File: config.mk
export PLATFORM = sky130hd
export DESIGN_NAME = fu_alu_pipe_flat
export DESIGN_NICKNAME = d
export VERILOG_FILES = /design/src/rtl/fu_alu_pipe_if.sv /design/src/rtl/fu_alu_pipe.sv /design/src/flat_wrapper.sv
export SDC_FILE = /design/constraint.sdc
export NUM_CORES = 1
export LEC_CHECK = 0
export CAP_MARGIN = 20
export CORE_ASPECT_RATIO = 1.2
export CORE_MARGIN = 5
export CORE_UTILIZATION = 35
export CTS_CLUSTER_SIZE = 20
export DETAILED_ROUTE_END_ITERATION = 7
export SYNTH_ARGS = -nofsm -noshare
export SYNTH_HDL_FRONTEND = slang
export SYNTH_SLANG_ARGS = --single-unit
export TNS_END_PERCENT = 5
File: constraint.sdc
create_clock -name clk -period 12.75 [get_ports clk]
set_input_delay 1.275 -clock clk [delete_from_list [all_inputs] [get_ports clk]]
set_output_delay 1.275 -clock clk [all_outputs]
set_load 0.005 [all_outputs]
File: src/rtl/fu_alu_pipe_if.sv
// Issue-side operands and result-side pipeline taps of the ALU functional unit.
interface fu_alu_pipe_if #(
    parameter int unsigned NUM_LANES  = 2,
    parameter int unsigned XLEN       = 32,
    parameter int unsigned PIPE_DEPTH = 2
);
    logic                                 stall;
    logic                                 flush;
    logic [NUM_LANES-1:0]                 ex_valid;
    logic [NUM_LANES*XLEN-1:0]            ex_pc;
    logic [NUM_LANES*XLEN-1:0]            ex_rs1;
    logic [NUM_LANES*XLEN-1:0]            ex_rs2;
    logic [NUM_LANES*XLEN-1:0]            ex_imm;
    logic [2*NUM_LANES-1:0]               ex_src1_sel;
    logic [2*NUM_LANES-1:0]               ex_src2_sel;
    logic [12*NUM_LANES-1:0]              ex_op;
    logic [5*NUM_LANES-1:0]               ex_rd;
    logic [NUM_LANES-1:0]                 ex_br;
    logic [NUM_LANES*XLEN-1:0]            ex_result;
    logic [NUM_LANES-1:0]                 ex_live;
    logic [PIPE_DEPTH*NUM_LANES*XLEN-1:0] stg_result;
    logic [PIPE_DEPTH*NUM_LANES-1:0]      stg_valid;
    logic [PIPE_DEPTH*NUM_LANES*5-1:0]    stg_rd;

    modport master (
        output stall, flush, ex_valid, ex_pc, ex_rs1, ex_rs2, ex_imm,
               ex_src1_sel, ex_src2_sel, ex_op, ex_rd, ex_br,
        input  ex_result, ex_live, stg_result, stg_valid, stg_rd
    );

    modport slave (
        input  stall, flush, ex_valid, ex_pc, ex_rs1, ex_rs2, ex_imm,
               ex_src1_sel, ex_src2_sel, ex_op, ex_rd, ex_br,
        output ex_result, ex_live, stg_result, stg_valid, stg_rd
    );
endinterface

File: src/rtl/fu_alu_pipe.sv
// N-lane integer ALU for the EX stage with a PIPE_DEPTH-deep result pipeline
// (stage 0 = MEM) carrying result, rd and valid for writeback and forwarding.
module fu_alu_pipe #(
    parameter int unsigned NUM_LANES  = 2,
    parameter int unsigned XLEN       = 32,
    parameter int unsigned PIPE_DEPTH = 2
) (
    input logic          clk,
    input logic          rstn,
    fu_alu_pipe_if.slave bus
);
    localparam int unsigned SHW = $clog2(XLEN);

    logic [NUM_LANES-1:0][XLEN-1:0] ex_res;
    logic [NUM_LANES-1:0]           br_eff;
    logic [NUM_LANES-1:0]           live;
    logic [NUM_LANES-1:0]           cap_valid;
    logic [NUM_LANES-1:0][XLEN-1:0] cap_result;
    logic [NUM_LANES-1:0][4:0]      cap_rd;

    logic [PIPE_DEPTH-1:0][NUM_LANES-1:0][XLEN-1:0] stg_result_q;
    logic [PIPE_DEPTH-1:0][NUM_LANES-1:0]           stg_valid_q;
    logic [PIPE_DEPTH-1:0][NUM_LANES-1:0][4:0]      stg_rd_q;

    for (genvar i = 0; i < NUM_LANES; i++) begin : g_lane
        logic [1:0]      sel1;
        logic [1:0]      sel2;
        logic [11:0]     op;
        logic [XLEN-1:0] a;
        logic [XLEN-1:0] b;
        logic [XLEN-1:0] r;
        logic [SHW-1:0]  shamt;

        assign sel1  = bus.ex_src1_sel[2*i +: 2];
        assign sel2  = bus.ex_src2_sel[2*i +: 2];
        assign op    = bus.ex_op[12*i +: 12];
        assign shamt = b[SHW-1:0];

        // Operand muxes and one-hot ALU; anything but exactly one op bit yields 0
        always_comb begin
            a = '0;
            b = '0;
            r = '0;
            unique case (sel1)
                2'b00:   a = bus.ex_pc[XLEN*i +: XLEN];
                2'b01:   a = bus.ex_rs1[XLEN*i +: XLEN];
                default: a = '0;
            endcase
            unique case (sel2)
                2'b00:   b = bus.ex_imm[XLEN*i +: XLEN];
                2'b01:   b = bus.ex_rs2[XLEN*i +: XLEN];
                2'b10:   b = XLEN'(4);
                default: b = '0;
            endcase
            unique case (op)
                12'h001: r = a + b;
                12'h002: r = a - b;
                12'h004: r = {{(XLEN-1){1'b0}}, $signed(a) < $signed(b)};
                12'h008: r = {{(XLEN-1){1'b0}}, a < b};
                12'h010: r = a & b;
                12'h020: r = a | b;
                12'h040: r = ~(a | b);
                12'h080: r = a ^ b;
                12'h100: r = a << shamt;
                12'h200: r = a >> shamt;
                12'h400: r = $signed(a) >>> shamt;
                12'h800: r = b;
                default: r = '0;
            endcase
        end

        assign ex_res[i] = r;
    end

    assign br_eff = bus.ex_br & bus.ex_valid;

    // A lane survives only if no older valid lane redirects; its own branch does not count
    always_comb begin
        live = '0;
        for (int unsigned i = 0; i < NUM_LANES; i++) begin
            logic older_br;
            older_br = 1'b0;
            for (int unsigned j = 0; j < i; j++) begin
                older_br = older_br | br_eff[j];
            end
            live[i] = bus.ex_valid[i] & ~older_br;
        end
    end

    // Stage-0 capture: dead lanes become an all-zero bubble rather than a stale value
    always_comb begin
        cap_valid  = '0;
        cap_result = '0;
        cap_rd     = '0;
        for (int unsigned i = 0; i < NUM_LANES; i++) begin
            cap_valid[i]  = live[i];
            cap_result[i] = live[i] ? ex_res[i] : '0;
            cap_rd[i]     = live[i] ? bus.ex_rd[5*i +: 5] : 5'd0;
        end
    end

    // Result pipeline: async reset, then flush over stall over shift
    always_ff @(posedge clk or negedge rstn) begin
        if (!rstn) begin
            stg_result_q <= '0;
            stg_valid_q  <= '0;
            stg_rd_q     <= '0;
        end else if (bus.flush) begin
            stg_result_q <= '0;
            stg_valid_q  <= '0;
            stg_rd_q     <= '0;
        end else if (!bus.stall) begin
            stg_result_q[0] <= cap_result;
            stg_valid_q[0]  <= cap_valid;
            stg_rd_q[0]     <= cap_rd;
            for (int unsigned k = 1; k < PIPE_DEPTH; k++) begin
                stg_result_q[k] <= stg_result_q[k-1];
                stg_valid_q[k]  <= stg_valid_q[k-1];
                stg_rd_q[k]     <= stg_rd_q[k-1];
            end
        end
    end

    assign bus.ex_result  = ex_res;
    assign bus.ex_live    = live;
    assign bus.stg_result = stg_result_q;
    assign bus.stg_valid  = stg_valid_q;
    assign bus.stg_rd     = stg_rd_q;
endmodule

File: src/flat_wrapper.sv
// flat-port wrapper written by rule: the top's interface ports become plain ports
module fu_alu_pipe_flat 
#(
    parameter int unsigned NUM_LANES  = 2,
    parameter int unsigned XLEN       = 32,
    parameter int unsigned PIPE_DEPTH = 2
)
  (clk, rstn, bus_stall, bus_flush, bus_ex_valid, bus_ex_pc, bus_ex_rs1, bus_ex_rs2, bus_ex_imm, bus_ex_src1_sel, bus_ex_src2_sel, bus_ex_op, bus_ex_rd, bus_ex_br, bus_ex_result, bus_ex_live, bus_stg_result, bus_stg_valid, bus_stg_rd);
  fu_alu_pipe_if #(.NUM_LANES(NUM_LANES), .XLEN(XLEN), .PIPE_DEPTH(PIPE_DEPTH)) bus_i ();
  input logic clk;
  input logic rstn;
  input wire logic [$bits(bus_i.stall)-1:0] bus_stall;
  input wire logic [$bits(bus_i.flush)-1:0] bus_flush;
  input wire logic [$bits(bus_i.ex_valid)-1:0] bus_ex_valid;
  input wire logic [$bits(bus_i.ex_pc)-1:0] bus_ex_pc;
  input wire logic [$bits(bus_i.ex_rs1)-1:0] bus_ex_rs1;
  input wire logic [$bits(bus_i.ex_rs2)-1:0] bus_ex_rs2;
  input wire logic [$bits(bus_i.ex_imm)-1:0] bus_ex_imm;
  input wire logic [$bits(bus_i.ex_src1_sel)-1:0] bus_ex_src1_sel;
  input wire logic [$bits(bus_i.ex_src2_sel)-1:0] bus_ex_src2_sel;
  input wire logic [$bits(bus_i.ex_op)-1:0] bus_ex_op;
  input wire logic [$bits(bus_i.ex_rd)-1:0] bus_ex_rd;
  input wire logic [$bits(bus_i.ex_br)-1:0] bus_ex_br;
  output wire logic [$bits(bus_i.ex_result)-1:0] bus_ex_result;
  output wire logic [$bits(bus_i.ex_live)-1:0] bus_ex_live;
  output wire logic [$bits(bus_i.stg_result)-1:0] bus_stg_result;
  output wire logic [$bits(bus_i.stg_valid)-1:0] bus_stg_valid;
  output wire logic [$bits(bus_i.stg_rd)-1:0] bus_stg_rd;
  assign bus_i.stall = bus_stall;
  assign bus_i.flush = bus_flush;
  assign bus_i.ex_valid = bus_ex_valid;
  assign bus_i.ex_pc = bus_ex_pc;
  assign bus_i.ex_rs1 = bus_ex_rs1;
  assign bus_i.ex_rs2 = bus_ex_rs2;
  assign bus_i.ex_imm = bus_ex_imm;
  assign bus_i.ex_src1_sel = bus_ex_src1_sel;
  assign bus_i.ex_src2_sel = bus_ex_src2_sel;
  assign bus_i.ex_op = bus_ex_op;
  assign bus_i.ex_rd = bus_ex_rd;
  assign bus_i.ex_br = bus_ex_br;
  assign bus_ex_result = bus_i.ex_result;
  assign bus_ex_live = bus_i.ex_live;
  assign bus_stg_result = bus_i.stg_result;
  assign bus_stg_valid = bus_i.stg_valid;
  assign bus_stg_rd = bus_i.stg_rd;
  fu_alu_pipe #(.NUM_LANES(NUM_LANES), .XLEN(XLEN), .PIPE_DEPTH(PIPE_DEPTH)) u_core (.clk(clk), .rstn(rstn), .bus(bus_i));
endmodule
After elaboration in Yosys (flattened, before gate mapping) --
Index checks and enable logic that the tools add are counted.
Word-level totals: bits in registers 152, input bits 306, output and inout port bits 218
Cells by class: order comparisons 4, shifts and indexed selects 6, reduce and logical (&&, ||, !) cells 4, bitwise operators 11, $add $sub $neg 4, eq/ne operators 31, mux-type cells 16
Operators with widths (number):
- 32-bit case mux with 12 select lines | 2
- 128-bit 2-to-1 mux | 2
- 32-bit case mux with 3 select lines | 2
- 32-bit < comparator | 4
- 32-bit case mux with 2 select lines | 2
- 32-bit adder | 2
- 32-bit bitwise AND | 2
- 32-bit 2-to-1 mux | 2
- 32-bit NOT | 2
- 32-bit OR | 2
- 32-bit by 5-bit << shifter with 32-bit output | 2
- 32-bit by 5-bit >> shifter with 32-bit output | 2
- 32-bit by 5-bit >>> shifter with 32-bit output | 2
- 32-bit subtractor | 2
- 32-bit bitwise XOR | 2
- 20-bit 2-to-1 mux | 2
- 12-bit by 1-bit == test with 1-bit output (second input constant) | 2
- 12-bit by 10-bit == test with 1-bit output (second input constant) | 2
- 12-bit by 11-bit == test with 1-bit output (second input constant) | 2
- 12-bit == test (second input constant) | 2
- 12-bit by 2-bit == test with 1-bit output (second input constant) | 2
- 12-bit by 3-bit == test with 1-bit output (second input constant) | 2
- 12-bit by 4-bit == test with 1-bit output (second input constant) | 2
- 12-bit by 5-bit == test with 1-bit output (second input constant) | 2
- 12 further kinds | 26

Depth between registers and ports, before layout --
depth in word-level cells 8, depth in mapped cells 19, gate-level depth less buffers 15

Worst setup path before layout --
No wires, ideal clock.
kind input -> output, from input port bus_ex_src2_sel[2], to output port bus_ex_result[60], cell stages on the path 17, data arrival time 5.401 ns, setup slack 6.074 ns, required time 11.475 ns, cell sequence buf_4 buf_2 buf_2 buf_1 mux2i_1 nor2_1 inv_1 ha_1 clkbuf_1 nand4_1 nor4_1 o311ai_2 a211oi_1 or3_1 a41oi_1 and3_1 or4_1
Between the ends: cells in the longest elaborated chain, start to end 5, elaborated cells on any way between the ends 14, classes of those cells add/sub (2); eq/ne (2); shift (3); mux (2); bitwise (4); reduce/logical (1)
RTL lines:
- start, declared | line flat_wrapper.sv:20 | input wire logic [$bits(bus_i.ex_src2_sel)-1:0] bus_ex_src2_sel;
- 2-bit == test (tied with other cells) | line fu_alu_pipe.sv:49 | unique case (sel2)
- 32-bit case mux with 3 select lines (*) | line fu_alu_pipe.sv:49
- branches (longest 2 deep; another with 32-bit subtractor)
- 32-bit case mux with 12 select lines (*) | line fu_alu_pipe.sv:55 | unique case (op)
- end, declared | line flat_wrapper.sv:24 | output wire logic [$bits(bus_i.ex_result)-1:0] bus_ex_result;
Every way passes the cells marked *.

Final worst setup path --
from input port bus_ex_src2_sel[0], to output port bus_ex_result[30]
The elaborated chain is that of the path after synthesis.

==> flow_summary.ini <==
[cells_and_area]
syn_to_final_growth_pct = 24.73
fin_area_um2 = 34010
drive_above_1_share = 0.08553
fin_nets = 4435
final_common_cell = clkdlybuf4s50_1
instances_no_fill = 4967
final.fill_count = 7896
final_cell_mix = clkdlybuf4s50_1, nor2_1, mux2i_1

[power]
power_density_nw_per_um2 = 68.46
p_total_mw = 2.328
vdd_drop_max_mv = 0.08660
p_leak_nw = 14.28

[critical_path]
path_buf_inv = 4
cp_top_family = compound AO/OA/AOI/OAI gates
path_cells = buf_2 > buf_4 > mux2i_1 > or2_2 > buf_4 > fa_1 > o21ba_2 > nor4_1 > o311a_1 > o21a_1 > nor3_1 > or4b_1 > a31o_2 > a21o_1 > xnor2_1 > o21ai_0 > clkdlybuf4s50_1
worst_path_largest_cell_delay_ns = 0.66
crit_fanout = 43
cp.required_ns = 11.48
cpMostUsedCell = buf_4
startpoint_type = primary input
slowest_stage = or4b_1
crit_arrival_ns = 7.50
crit_type = in -> out
worst_setup_path_end_kind = primary output

[clocking]
cts_root_buffer = clkbuf_16
cts_repair_resize_count = 0
hold_buffers = 0
cts_sinks = 152
path_clk_slew_ns = 0.06
numCtsBuffers = 17
htreeDepth = 4
cts_tree = done
clock_latency_ns = 0.50
clk_path_buf_depth = 2
postCtsSetupRepairBufs = 0

[floorplan]
core_um2 = 77490
dieWidth_um = 264.8
initial_core_util = 0.3518
die-area_um2 = 83600
std_cell_rows = 112
die_h_um = 315.7
io_pins = 524

[place]
dpl.hpwl_um = 112600
port_buffers = 522
place_congestion = 1.075
dpl_cell_area_um2 = 33390
pre_cts_ws_ns = 4.124
dp.cells = 4934

[logic_synthesis]
syn_area_um2 = 27260
syn_inst = 3578
synth.avg_cell_area_um2 = 7.620
synth-edff-count = 0
synth_nets = 4085
yosysWarningCount = 0
ys_ff_latch = 152
synth_flop_cell = dfrtp_1
seq_area_frac_synth = 0.1395
synth.distinct_cells = 99
synthArstFlopShare = 1.000

[timing]
fin_crit_sh = 0.6885
finClkSkew_ns = 0.01795
setup_viol = 0
hold_viol = 0
clock.fmax_mhz = 113.9
drv_slew = 0
setup_tns_ns = 0
max-slew-margin-rel = 0.1540
grt_setup_unrepaired = no
layout_setup_ws_ns = 3.972
fin_crit_ns = 8.778
worst_pin_slew_ns = 1.253

[global_route]
grt_pass1_wl_um = 208700
grt_start_max_net_pins = 74
grt_usage = 0.3281
overflow = 0
grt_pass1_vias = 30500
antenna_found_initial = 3

[route]
drtIter0Drc = 3891
wl_per_cell_um = 29.24
vias_per_cell = 6.446
drt.antenna.violating_nets = 0
vias = 32020
drc = 0
wirelength_um = 145200
drt_pass1_iterations = 6

[worst_hold_path]
hold_class = reg -> reg

[run_status]
outcome = finished, final reports clean

[job]
cap_violations = 0
## path summary, 6_finish.rpt
| kind | start | to | slack (ns) | cells past startpoint |
|---|---|---|---|---|
| setup / recovery | bus_ex_src2_sel[0] | bus_ex_result[30] | 3.97 | 17 |
| hold / removal | u_core.bus.stg_result[98] | u_core.bus.stg_result[98] | 0.52 | 2 |
| setup reg to reg | u_core.bus.stg_result[30] | u_core.bus.stg_result[30] | 11.56 | 4 |
| hold reg to reg | u_core.bus.stg_result[98] | u_core.bus.stg_result[98] | 0.52 | 2 |
| max in group asynchronous | rstn | u_core.bus.stg_rd[18] | 10.10 | 3 |
| min in group asynchronous | rstn | u_core.bus.stg_result[80] | 0.79 | 1 |
## per-stage QoR
step	util	hold slack, ns
floorplan	-	0.4913
global placement	0.4307	0.5030
detailed placement	0.4309	0.5114
CTS	0.4385	0.5270
global route	0.4388	0.5499
finish	0.4388	0.5189
## cell families after synthesis
group / after synthesis / synth area share
AOI/OAI and AO/OA: 1168 / 0.2995
xor gates and xnor gates: 16 / 0.005140
adders and majority gates: 201 / 0.09334
buffers and inverters: 510 / 0.07462
DFF: 152 / 0.1395
muxes: 436 / 0.2032
and+or+nand+nor: 1095 / 0.1847
## synthesized netlist by cell type, types with 15 or more instances
library cell | number | area (µm²)
mux4_2 | 91 | 2049
a31oi_1 | 41 | 256.5
clkbuf_1 | 205 | 769.5
dfrtp_1 | 152 | 3804
o31ai_1 | 23 | 172.7
nor2b_1 | 22 | 137.6
o221ai_1 | 41 | 359.1
nand2b_1 | 28 | 175.2
a21o_1 | 40 | 300.3
mux2_2 | 18 | 202.7
o22ai_1 | 37 | 231.5
nand4_1 | 22 | 137.6
or3_1 | 27 | 168.9
o211ai_1 | 74 | 555.5
o2111ai_1 | 23 | 201.4
mux2i_1 | 325 | 3253
o21bai_1 | 27 | 202.7
buf_2 | 46 | 230.2
inv_1 | 197 | 739.5
o21a_1 | 16 | 120.1
nor2_1 | 490 | 1839
a221o_1 | 32 | 320.3
a22o_1 | 73 | 639.4
nor3_1 | 79 | 395.4
nand2_1 | 221 | 829.6
or2_2 | 24 | 150.1
buf_1 | 38 | 142.6
a221oi_1 | 25 | 219.0
a22oi_1 | 29 | 217.7
a211oi_1 | 54 | 405.4
o21ai_1 | 15 | 75.07
nand3_1 | 63 | 315.3
o21ai_0 | 200 | 1001
a2111oi_0 | 23 | 201.4
a21oi_1 | 240 | 1201
ha_1 | 197 | 2465
nor4_1 | 33 | 206.5
and3_1 | 19 | 118.9
## tightest hold or removal path, cell delays in order, from the launching register on
cell and delay, ns:
dfrtp_1 0.34, mux2i_1 0.07, nor2_1 0.07
## sequential cells by signal (all words and copies together) (netlist names)
signal / count
u_core.bus.stg_rd: 20
u_core.bus.stg_result: 128
u_core.bus.stg_valid: 4
## power by group
| part | internal (mW) | leakage (nW) | switching (mW) |
|---|---|---|---|
| logic | 0.493 | 11.9 | 0.785 |
| clock network | 0.296 | 0.287 | 0.252 |
| registers | 0.492 | 2.11 | 0.0103 |
## per-layer routing
| layer | up-vias | GRT usage | share of wire | routed length [µm] |
|---|---|---|---|---|
| met1 | 15370 | 0.3909 | 0.36 | 52460 |
| met5 | - | 0 | 0.00034 | 49 |
| met4 | 6 | 0.2128 | 0.079 | 11540 |
| li1 | 14210 | - | - | - |
| met3 | 457 | 0.06187 | 0.095 | 13850 |
| met2 | 1976 | 0.5427 | 0.46 | 67320 |
## layout make-up
type / instances / area (µm²) / share of cell area
Antenna cell: 1 / 2.502 / 0.00007358
Clock buffer: 20 / 446.7 / 0.01313
Clock inverter: 11 / 137.6 / 0.004047
Inverter: 208 / 783.3 / 0.02303
Multi-Input combinational cell: 2916 / 21490 / 0.6320
Sequential cell: 152 / 3804 / 0.1118
Tap cell: 1026 / 1284 / 0.03775
Timing Repair Buffer: 633 / 6057 / 0.1781
No activity file was read; power rests on OpenSTA's default activity.
